--- src/rtl/multi_matrix_spi_streamer.sv ---
// rtl/multi_matrix_spi_streamer.sv - streams one frame to parallel SPI lines while walking a
// one-hot select token through a 74HC595-style chain, one matrix at a time.
module multi_matrix_spi_streamer #(
   parameter int CHANNEL_NUMBER   = 3,
   parameter int WORD_WIDTH       = 8,
   parameter int WORDS_PER_MATRIX = 384,
   parameter int MATRIX_COUNT     = 4,
   parameter int CLK_DIV          = 4,
   parameter int GAP_CYCLES       = 2,
   parameter int MSB_FIRST        = 1
) (
   input  logic                                            clk,
   input  logic                                            rst,
   input  logic                                            start,
   output logic                                            busy,
   output logic                                            done,
   output logic                                            rd_en,
   output logic [$clog2(MATRIX_COUNT*WORDS_PER_MATRIX)-1:0] rd_addr,
   input  logic [CHANNEL_NUMBER*WORD_WIDTH-1:0]            rd_data,
   output logic                                            spi_clk,
   output logic [CHANNEL_NUMBER-1:0]                       spi_mosi,
   output logic                                            ser_clk,
   output logic                                            ser_data,
   output logic                                            ser_stcp,
   output logic                                            ser_n_enable
);

   localparam int ADDR_W  = $clog2(MATRIX_COUNT*WORDS_PER_MATRIX);
   localparam int DATA_W  = CHANNEL_NUMBER*WORD_WIDTH;
   localparam int CNT_MAX = (2*CLK_DIV > GAP_CYCLES) ? 2*CLK_DIV : GAP_CYCLES;
   localparam int CNT_W   = $clog2(CNT_MAX + 1);
   localparam int BIT_W   = (WORD_WIDTH > 1) ? $clog2(WORD_WIDTH) : 1;
   localparam int W_W     = (WORDS_PER_MATRIX > 1) ? $clog2(WORDS_PER_MATRIX) : 1;
   localparam int M_W     = (MATRIX_COUNT > 1) ? $clog2(MATRIX_COUNT) : 1;

   typedef enum logic [3:0] {
      S_IDLE,
      S_SEL_SHIFT,
      S_SEL_LATCH,
      S_FETCH,
      S_WAIT,
      S_SHIFT,
      S_GAP,
      S_CLR_SHIFT,
      S_CLR_LATCH,
      S_DONE
   } state_t;

   state_t              state;
   logic [CNT_W-1:0]    cnt;
   logic [BIT_W-1:0]    bit_idx;
   logic [W_W-1:0]      w_idx;
   logic [M_W-1:0]      m_idx;
   logic [DATA_W-1:0]   shreg;
   logic [DATA_W-1:0]   next_sh;

   logic half_end;
   logic period_end;
   logic shift_last;
   logic word_end;
   logic last_word;
   logic last_matrix;

   function automatic logic [CHANNEL_NUMBER-1:0] first_bits(input logic [DATA_W-1:0] d);
      logic [CHANNEL_NUMBER-1:0] b;
      b = '0;
      for (int c = 0; c < CHANNEL_NUMBER; c++)
         b[c] = (MSB_FIRST != 0) ? d[c*WORD_WIDTH + WORD_WIDTH - 1] : d[c*WORD_WIDTH];
      return b;
   endfunction

   function automatic logic [DATA_W-1:0] shift_words(input logic [DATA_W-1:0] d);
      logic [DATA_W-1:0] r;
      r = '0;
      for (int c = 0; c < CHANNEL_NUMBER; c++) begin
         if (MSB_FIRST != 0)
            r[c*WORD_WIDTH +: WORD_WIDTH] = {d[c*WORD_WIDTH +: WORD_WIDTH-1], 1'b0};
         else
            r[c*WORD_WIDTH +: WORD_WIDTH] = {1'b0, d[c*WORD_WIDTH + 1 +: WORD_WIDTH-1]};
      end
      return r;
   endfunction

   always_comb begin
      next_sh     = shift_words(shreg);
      half_end    = (cnt == CNT_W'(CLK_DIV - 1));
      period_end  = (cnt == CNT_W'(2*CLK_DIV - 1));
      shift_last  = (state == S_SHIFT) && period_end && (bit_idx == BIT_W'(WORD_WIDTH - 1));
      word_end    = ((state == S_GAP) && (cnt == CNT_W'(GAP_CYCLES - 1))) ||
                    (shift_last && (GAP_CYCLES == 0));
      last_word   = (w_idx == W_W'(WORDS_PER_MATRIX - 1));
      last_matrix = (m_idx == M_W'(MATRIX_COUNT - 1));
   end

   always_ff @(posedge clk) begin
      if (rst) begin
         state        <= S_IDLE;
         cnt          <= '0;
         bit_idx      <= '0;
         w_idx        <= '0;
         m_idx        <= '0;
         shreg        <= '0;
         busy         <= 1'b0;
         done         <= 1'b0;
         rd_en        <= 1'b0;
         rd_addr      <= '0;
         spi_clk      <= 1'b0;
         spi_mosi     <= '0;
         ser_clk      <= 1'b0;
         ser_data     <= 1'b0;
         ser_stcp     <= 1'b0;
         ser_n_enable <= 1'b1;
      end else begin
         case (state)
            S_IDLE: begin
               if (start) begin
                  state    <= S_SEL_SHIFT;
                  busy     <= 1'b1;
                  m_idx    <= '0;
                  w_idx    <= '0;
                  rd_addr  <= '0;
                  cnt      <= '0;
                  ser_data <= 1'b1;
               end
            end
            // One chain shift: clock low for CLK_DIV, high for CLK_DIV, data held throughout.
            S_SEL_SHIFT, S_CLR_SHIFT: begin
               cnt <= cnt + CNT_W'(1);
               if (half_end)
                  ser_clk <= 1'b1;
               if (period_end) begin
                  ser_clk      <= 1'b0;
                  ser_stcp     <= 1'b1;
                  ser_n_enable <= 1'b0;
                  cnt          <= '0;
                  state        <= (state == S_SEL_SHIFT) ? S_SEL_LATCH : S_CLR_LATCH;
               end
            end
            S_SEL_LATCH, S_CLR_LATCH: begin
               cnt <= cnt + CNT_W'(1);
               if (half_end) begin
                  ser_stcp <= 1'b0;
                  cnt      <= '0;
                  if (state == S_SEL_LATCH) begin
                     rd_en <= 1'b1;
                     state <= S_FETCH;
                  end else begin
                     done         <= 1'b1;
                     ser_n_enable <= 1'b1;
                     state        <= S_DONE;
                  end
               end
            end
            S_FETCH: begin
               rd_en <= 1'b0;
               state <= S_WAIT;
            end
            S_WAIT: begin
               shreg    <= rd_data;
               spi_mosi <= first_bits(rd_data);
               bit_idx  <= '0;
               cnt      <= '0;
               state    <= S_SHIFT;
            end
            S_SHIFT: begin
               cnt <= cnt + CNT_W'(1);
               if (half_end)
                  spi_clk <= 1'b1;
               if (period_end) begin
                  spi_clk <= 1'b0;
                  cnt     <= '0;
                  if (bit_idx == BIT_W'(WORD_WIDTH - 1)) begin
                     spi_mosi <= '0;
                     state    <= S_GAP;
                  end else begin
                     bit_idx  <= bit_idx + BIT_W'(1);
                     shreg    <= next_sh;
                     spi_mosi <= first_bits(next_sh);
                  end
               end
            end
            S_GAP: begin
               cnt <= cnt + CNT_W'(1);
            end
            S_DONE: begin
               done  <= 1'b0;
               busy  <= 1'b0;
               state <= S_IDLE;
            end
            default: state <= S_IDLE;
         endcase

         // Word boundary overrides the per-state next-state; it also covers a zero-length gap.
         if (word_end) begin
            cnt <= '0;
            if (!last_word) begin
               w_idx   <= w_idx + W_W'(1);
               rd_addr <= rd_addr + ADDR_W'(1);
               rd_en   <= 1'b1;
               state   <= S_FETCH;
            end else if (!last_matrix) begin
               w_idx    <= '0;
               m_idx    <= m_idx + M_W'(1);
               rd_addr  <= rd_addr + ADDR_W'(1);
               ser_data <= 1'b0;
               state    <= S_SEL_SHIFT;
            end else begin
               ser_data <= 1'b0;
               state    <= S_CLR_SHIFT;
            end
         end
      end
   end

endmodule

--- config.mk ---
export PLATFORM = sky130hd
export DESIGN_NAME = multi_matrix_spi_streamer
export DESIGN_NICKNAME = d
export VERILOG_FILES = /design/src/rtl/multi_matrix_spi_streamer.sv
export SDC_FILE = /design/constraint.sdc
export NUM_CORES = 1
export LEC_CHECK = 0
export ABC_AREA = 1
export BUFFER_PORTS_ARGS = -buffer_cell sky130_fd_sc_hd__buf_2
export CORE_MARGIN = 1.5
export CORE_UTILIZATION = 52
export DETAILED_ROUTE_END_ITERATION = 8
export PLACE_DENSITY = 0.76
export SKIP_LAST_GASP = 1
export SLEW_MARGIN = 10
export SYNTH_ARGS = -nofsm -noshare
export SYNTH_HDL_FRONTEND = slang
export SYNTH_SLANG_ARGS = --single-unit
--- constraint.sdc ---
create_clock -name clk -period 1.4 [get_ports clk]
set_clock_uncertainty 0.05 [all_clocks]
set_input_delay 0.07 -clock clk [delete_from_list [all_inputs] [get_ports clk]]
set_output_delay 0.07 -clock clk [all_outputs]
set_load 0.01 [all_outputs]
Word-level counts from Yosys, hierarchy flattened --
Cells that the tools add are included.
Word-level totals: register bits 67, bits of input ports 27, output and inout port bits 22
Operators by class: reduce and logical (&&, ||, !) cells 22, add/subtract/negate cells 5, equality and inequality tests 27, multiplexer cells 60
Operator list (count):
- two-way mux 11 bit | 5
- two-way mux 23 bit | 2
- case mux 23 bit (2 select lines) | 1
- two-way mux 9 bit | 5
- two-way mux 4 bit | 11
- case mux 4 bit (7 select lines) | 1
- equality test 4 x 3 -> 1 bit, second input constant | 5
- case mux 4 bit (5 select lines) | 1
- two-way mux 3 bit | 6
- two-way mux 1 bit | 16
- != test 2 bit, second input constant | 7
- equality test 4 x 2 -> 1 bit, second input constant | 3
- != test 3 bit, second input constant | 4
- case mux 3 bit (2 select lines) | 2
- adder 11 x 1 -> 11 bit, second input constant | 1
- two-way mux 2 bit | 5
- case mux 1 bit (2 select lines) | 5
- AND reduction 2 bit | 5
- nonzero test 2 bit | 5
- adder 9 x 1 -> 9 bit, second input constant | 1
- equality test 9 bit, second input constant | 1
- AND reduction 3 bit | 3
- equality test 4 x 1 -> 1 bit, second input constant | 2
- equality test 4 bit, second input constant | 2
- 13 further kinds | 15

Logic depth before layout (Yosys ltp) --
depth in word-level cells 6, depth in mapped cells 11, mapped depth without buffers 10

Worst setup path before layout --
Ideal clock, no wire load.
kind reg2reg, start register cnt[0], end register bit_idx[2], clock period less this slack 1.541 ns, arrival time 1.424 ns, path slack -0.141 ns, cell stages (with the launch flop) 9, library setup time 0.067 ns, required time 1.283 ns, path through dfxtp_1 ha_1 nand2_1 nor2_2 o21ai_4 a21oi_4 buf_4 nand3_1 a21oi_2
On the way: longest elaborated chain between the ends 3
RTL lines:
- start: declaration | line 50 | logic [CNT_W-1:0] cnt;
- start signal: assignment | line 128 | cnt <= cnt + CNT_W'(1);
- start signal: assignment | line 140 | cnt <= cnt + CNT_W'(1);
- start signal: assignment | line 166 | cnt <= cnt + CNT_W'(1);
- equality test 4 x 3 -> 1 bit | line 87 | period_end = (cnt == CNT_W'(2*CLK_DIV - 1));
- != test 2 bit (no source line)
- AND reduction 3 bit (no source line)
- end signal: assignment | line 176 | bit_idx <= bit_idx + BIT_W'(1);
- end: declaration | line 51 | logic [BIT_W-1:0] bit_idx;
Every way passes these cells. A chain may end at the register's enable or synchronous reset.

Worst setup path after layout --
start register cnt[0], end register bit_idx[1]
The elaborated chain is that of the path after synthesis.

==> impl_metrics.env <==
export IMPL_setup_violations=62
export IMPL_design_area_um2=5328
export IMPL_rows=29
export IMPL_synth_edf_count=0
export IMPL_fin_crit_ps=1582
export IMPL_power_leakage_nw=2.474
export IMPL_worst_path_buf_inv=2
export IMPL_fin_ws_ps=-182.3
export IMPL_hold_viol=0
export IMPL_layout_drive_gt1_share_pct=40.96
export IMPL_endpoint_kind="flop"
export IMPL_cts_sinks=65
export IMPL_syn_nets=563
export IMPL_grt_max_degree=26
export IMPL_tightest_slew_ps=322.4
export IMPL_cp_slowest_cell="dfxtp_4"
export IMPL_min_from="rd_data[4]"
export IMPL_power_density_nw_per_um2=1352
export IMPL_cts_tree="yes"
export IMPL_area_growth_pct=50.09
export IMPL_synth_common_cells="nand2_1, nor2_1, dfxtp_1"
export IMPL_core_area_um2=6459
export IMPL_yosysUniqueCellTypes=33
export IMPL_insertion_delay_ps=350
export IMPL_synthMostInstantiatedCell="nand2_1"
export IMPL_grt_usage_pct=31.34
export IMPL_ant_nets=0
export IMPL_port_buffers=48
export IMPL_clock_root_buffer="clkbuf_8"
export IMPL_first_pass_iters=7
export IMPL_cts_buffers=9
export IMPL_ys_ff_latch=65
export IMPL_crit_start="cnt[0]"
export IMPL_holdCritPathClass="in -> reg"
export IMPL_finalWirelength_um=11990
export IMPL_irDropWorstVdd_uv=932.4
export IMPL_yosysSeqAreaShare_pct=36.66
export IMPL_die_area_um2=7331
export IMPL_required_ps=1630
export IMPL_finalCoreUtilization_pct=82.49
export IMPL_synth_area_top_cells="dfxtp_1, nand2_1, nor2_1"
export IMPL_critPathKind="reg -> reg"
export IMPL_ios=49
export IMPL_vias=4241
export IMPL_avgSynthCellArea_um2=6.710
export IMPL_critPathMostFrequentCell="o21ai_4"
export IMPL_violations="design-rule violations, negative setup slack"
export IMPL_drtIter0Drc=308
export IMPL_synth_warnings=0
export IMPL_diodes=0
export IMPL_ys_async_sr_fraction_pct=0
export IMPL_r2r_start="cnt[0]"
export IMPL_report_final_slew_viol_count=0
export IMPL_startpoint_type="flop"
export IMPL_rsz0062_at_grt="true"
export IMPL_die_x_um=85.62
export IMPL_cts_clk_slew_worst_paths_ps=70
export IMPL_slew_limit_headroom_pct=78.51
export IMPL_remaining_drc_errors=3
export IMPL_cp_top_family="compound AO/OA/AOI/OAI gates"
export IMPL_start_util_pct=54.96
export IMPL_finalNetCount=716
export IMPL_hpwl_um=6622
export IMPL_syn_inst=529
export IMPL_fp_dieH_um=85.62
export IMPL_dpl_cell_area_um2=4394
export IMPL_grt_overflow=0
export IMPL_critPathArrivalTime_ps=1810
export IMPL_synth_top_flop_cell="dfxtp_1"
export IMPL_place_gp_congestion=0.8837
export IMPL_grt_pass1_vias=4086
export IMPL_synth_area_um2=3550
export IMPL_drv_cap=0
export IMPL_grt_pass1_wl_um=18360
export IMPL_path_cells="ha_4 > nand2_4 > nor2_4 > o21ai_4 > inv_2 > o21ai_4 > buf_12 > nand2_1 > a21oi_2"
export IMPL_cts_buffer_depth=2
export IMPL_wl_per_cell_um=15.71
export IMPL_via_per_inst=5.558
export IMPL_yosysTopAreaCellShare_pct=36.66
export IMPL_finalCritPeriodShare_pct=113.0
export IMPL_yosys_area_top_type="dfxtp_1"
export IMPL_fmax_mhz=632.0
export IMPL_grt_antenna_before_repair=0
export IMPL_status="finished, violations left"
export IMPL_path_max_fanout=12
export IMPL_htreeDepth=3
export IMPL_worst_path_largest_cell_delay_ps=360
-- layout by cell type, fill, tap and decap left out, types with 2 or more instances in the layout --
master	count
dfxtp_2	6
nand2_1	131
nand3_2	9
o21ai_2	17
clkbuf_8	9
clkinv_2	3
dfxtp_1	54
clkbuf_1	2
inv_4	5
nand3_1	35
buf_6	18
nand2_2	13
a21oi_4	2
nor2_4	12
inv_2	6
o21ai_0	11
ha_1	3
buf_4	77
dlygate4sd3_1	14
nand4_1	4
xnor2_1	2
nand2_4	8
o211ai_1	2
xor2_1	3
ha_4	4
inv_1	27
a21oi_1	28
o21ai_1	14
nand3_4	2
o21ai_4	2
nor2_1	70
buf_2	48
a21oi_2	13
nor2_2	13
dfxtp_4	5
-- registers in the layout, summed over array words and instances, names as in the netlist --
name and cells:
rd_addr 11, busy 1, w_idx 9, ser_data 1, ser_clk 1, cnt 4, bit_idx 3, spi_mosi 3
rd_en 1, done 1, spi_clk 1, ser_n_enable 1, m_idx 2, state 4, shreg 21, ser_stcp 1
-- power breakdown --
| part | internal, W | total (W) | leakage, nW | switching (W) |
|---|---|---|---|---|
| clock | 0.000805 | 0.00155 | 0.0929 | 0.000741 |
| sequential | 0.00216 | 0.00242 | 0.534 | 0.000251 |
| combinational | 0.00144 | 0.00324 | 1.85 | 0.00180 |
| total | 0.00441 | 0.00720 | 2.47 | 0.00279 |
-- timing repair --
action,CTS,global route
setup buffers,18,4
hold buffers,14,0
cloned,3,1
pin swaps,46,22
gates resized for setup,118,36
endpoints found under the hold margin,17,0
setup endpoints to repair,62,65
-- stage by stage --
stage | std cells | hold slack [ps] | setup WS, ps | power, W | setup TNS, ps
global route | 763 | 22.89 | -221.2 | 0.007527 | -9371
floorplan | 529 | 180.0 | -28.79 | 0.003821 | -232.5
finish | 763 | 2.646 | -182.3 | 0.007204 | -6235
detailed placement | 711 | 295.9 | -201.5 | 0.004706 | -5212
CTS | 761 | 1.134 | -89.79 | 0.006915 | -2683
global placement | 711 | 288.8 | -120.2 | 0.004662 | -2623
-- worst min-delay path, stage by stage --
cell	delay, ps
buf_2	70
nand2_1	40
nand2_1	60
nor2_1	40
nor2_1	80
-- routing by layer --
layer / part of all wire (%) / track usage, % / vias to the layer above
li1: - / - / 2018
met1: 38 / 37.34 / 1950
met2: 51 / 54.47 / 236
met3: 7.5 / 6.256 / 37
met4: 3.4 / 14.08 / 0
met5: 0 / 0 / -
-- worst paths after layout --
| check | to | slack (ps) | depth (start not counted) |
|---|---|---|---|
| worst min-delay path | shreg[4] | 3 | 5 |
| worst max-delay path | bit_idx[1] | -180 | 9 |
| worst min register to register | ser_stcp | 420 | 2 |
| worst max register to register | bit_idx[1] | -180 | 9 |
-- logic make-up (layout without fill, tap and decap cells) --
kind of cell | after synthesis | count (layout) | share of synthesized area, %
DFF | 65 | 65 | 36.66
buffers and inverters | 58 | 215 | 8.248
AOI/OAI and AO/OA | 93 | 93 | 14.70
adders and majority gates | 7 | 7 | 2.467
xor gates and xnor gates | 5 | 5 | 1.234
and+or+nand+nor | 301 | 301 | 36.69
-- final cells by class --
class                   count  area (um^2)
repair inverters            1        7.507
flip-flops and latches     65         1328
multi-input cells         406         2335
repair buffers            160         1221
well taps                  77        96.34
clock buffers              11        131.4
fillers                   378         1131
inverters                  39        163.9
clock inverters             4        45.04
No activity file was read; power rests on OpenSTA's default activity.
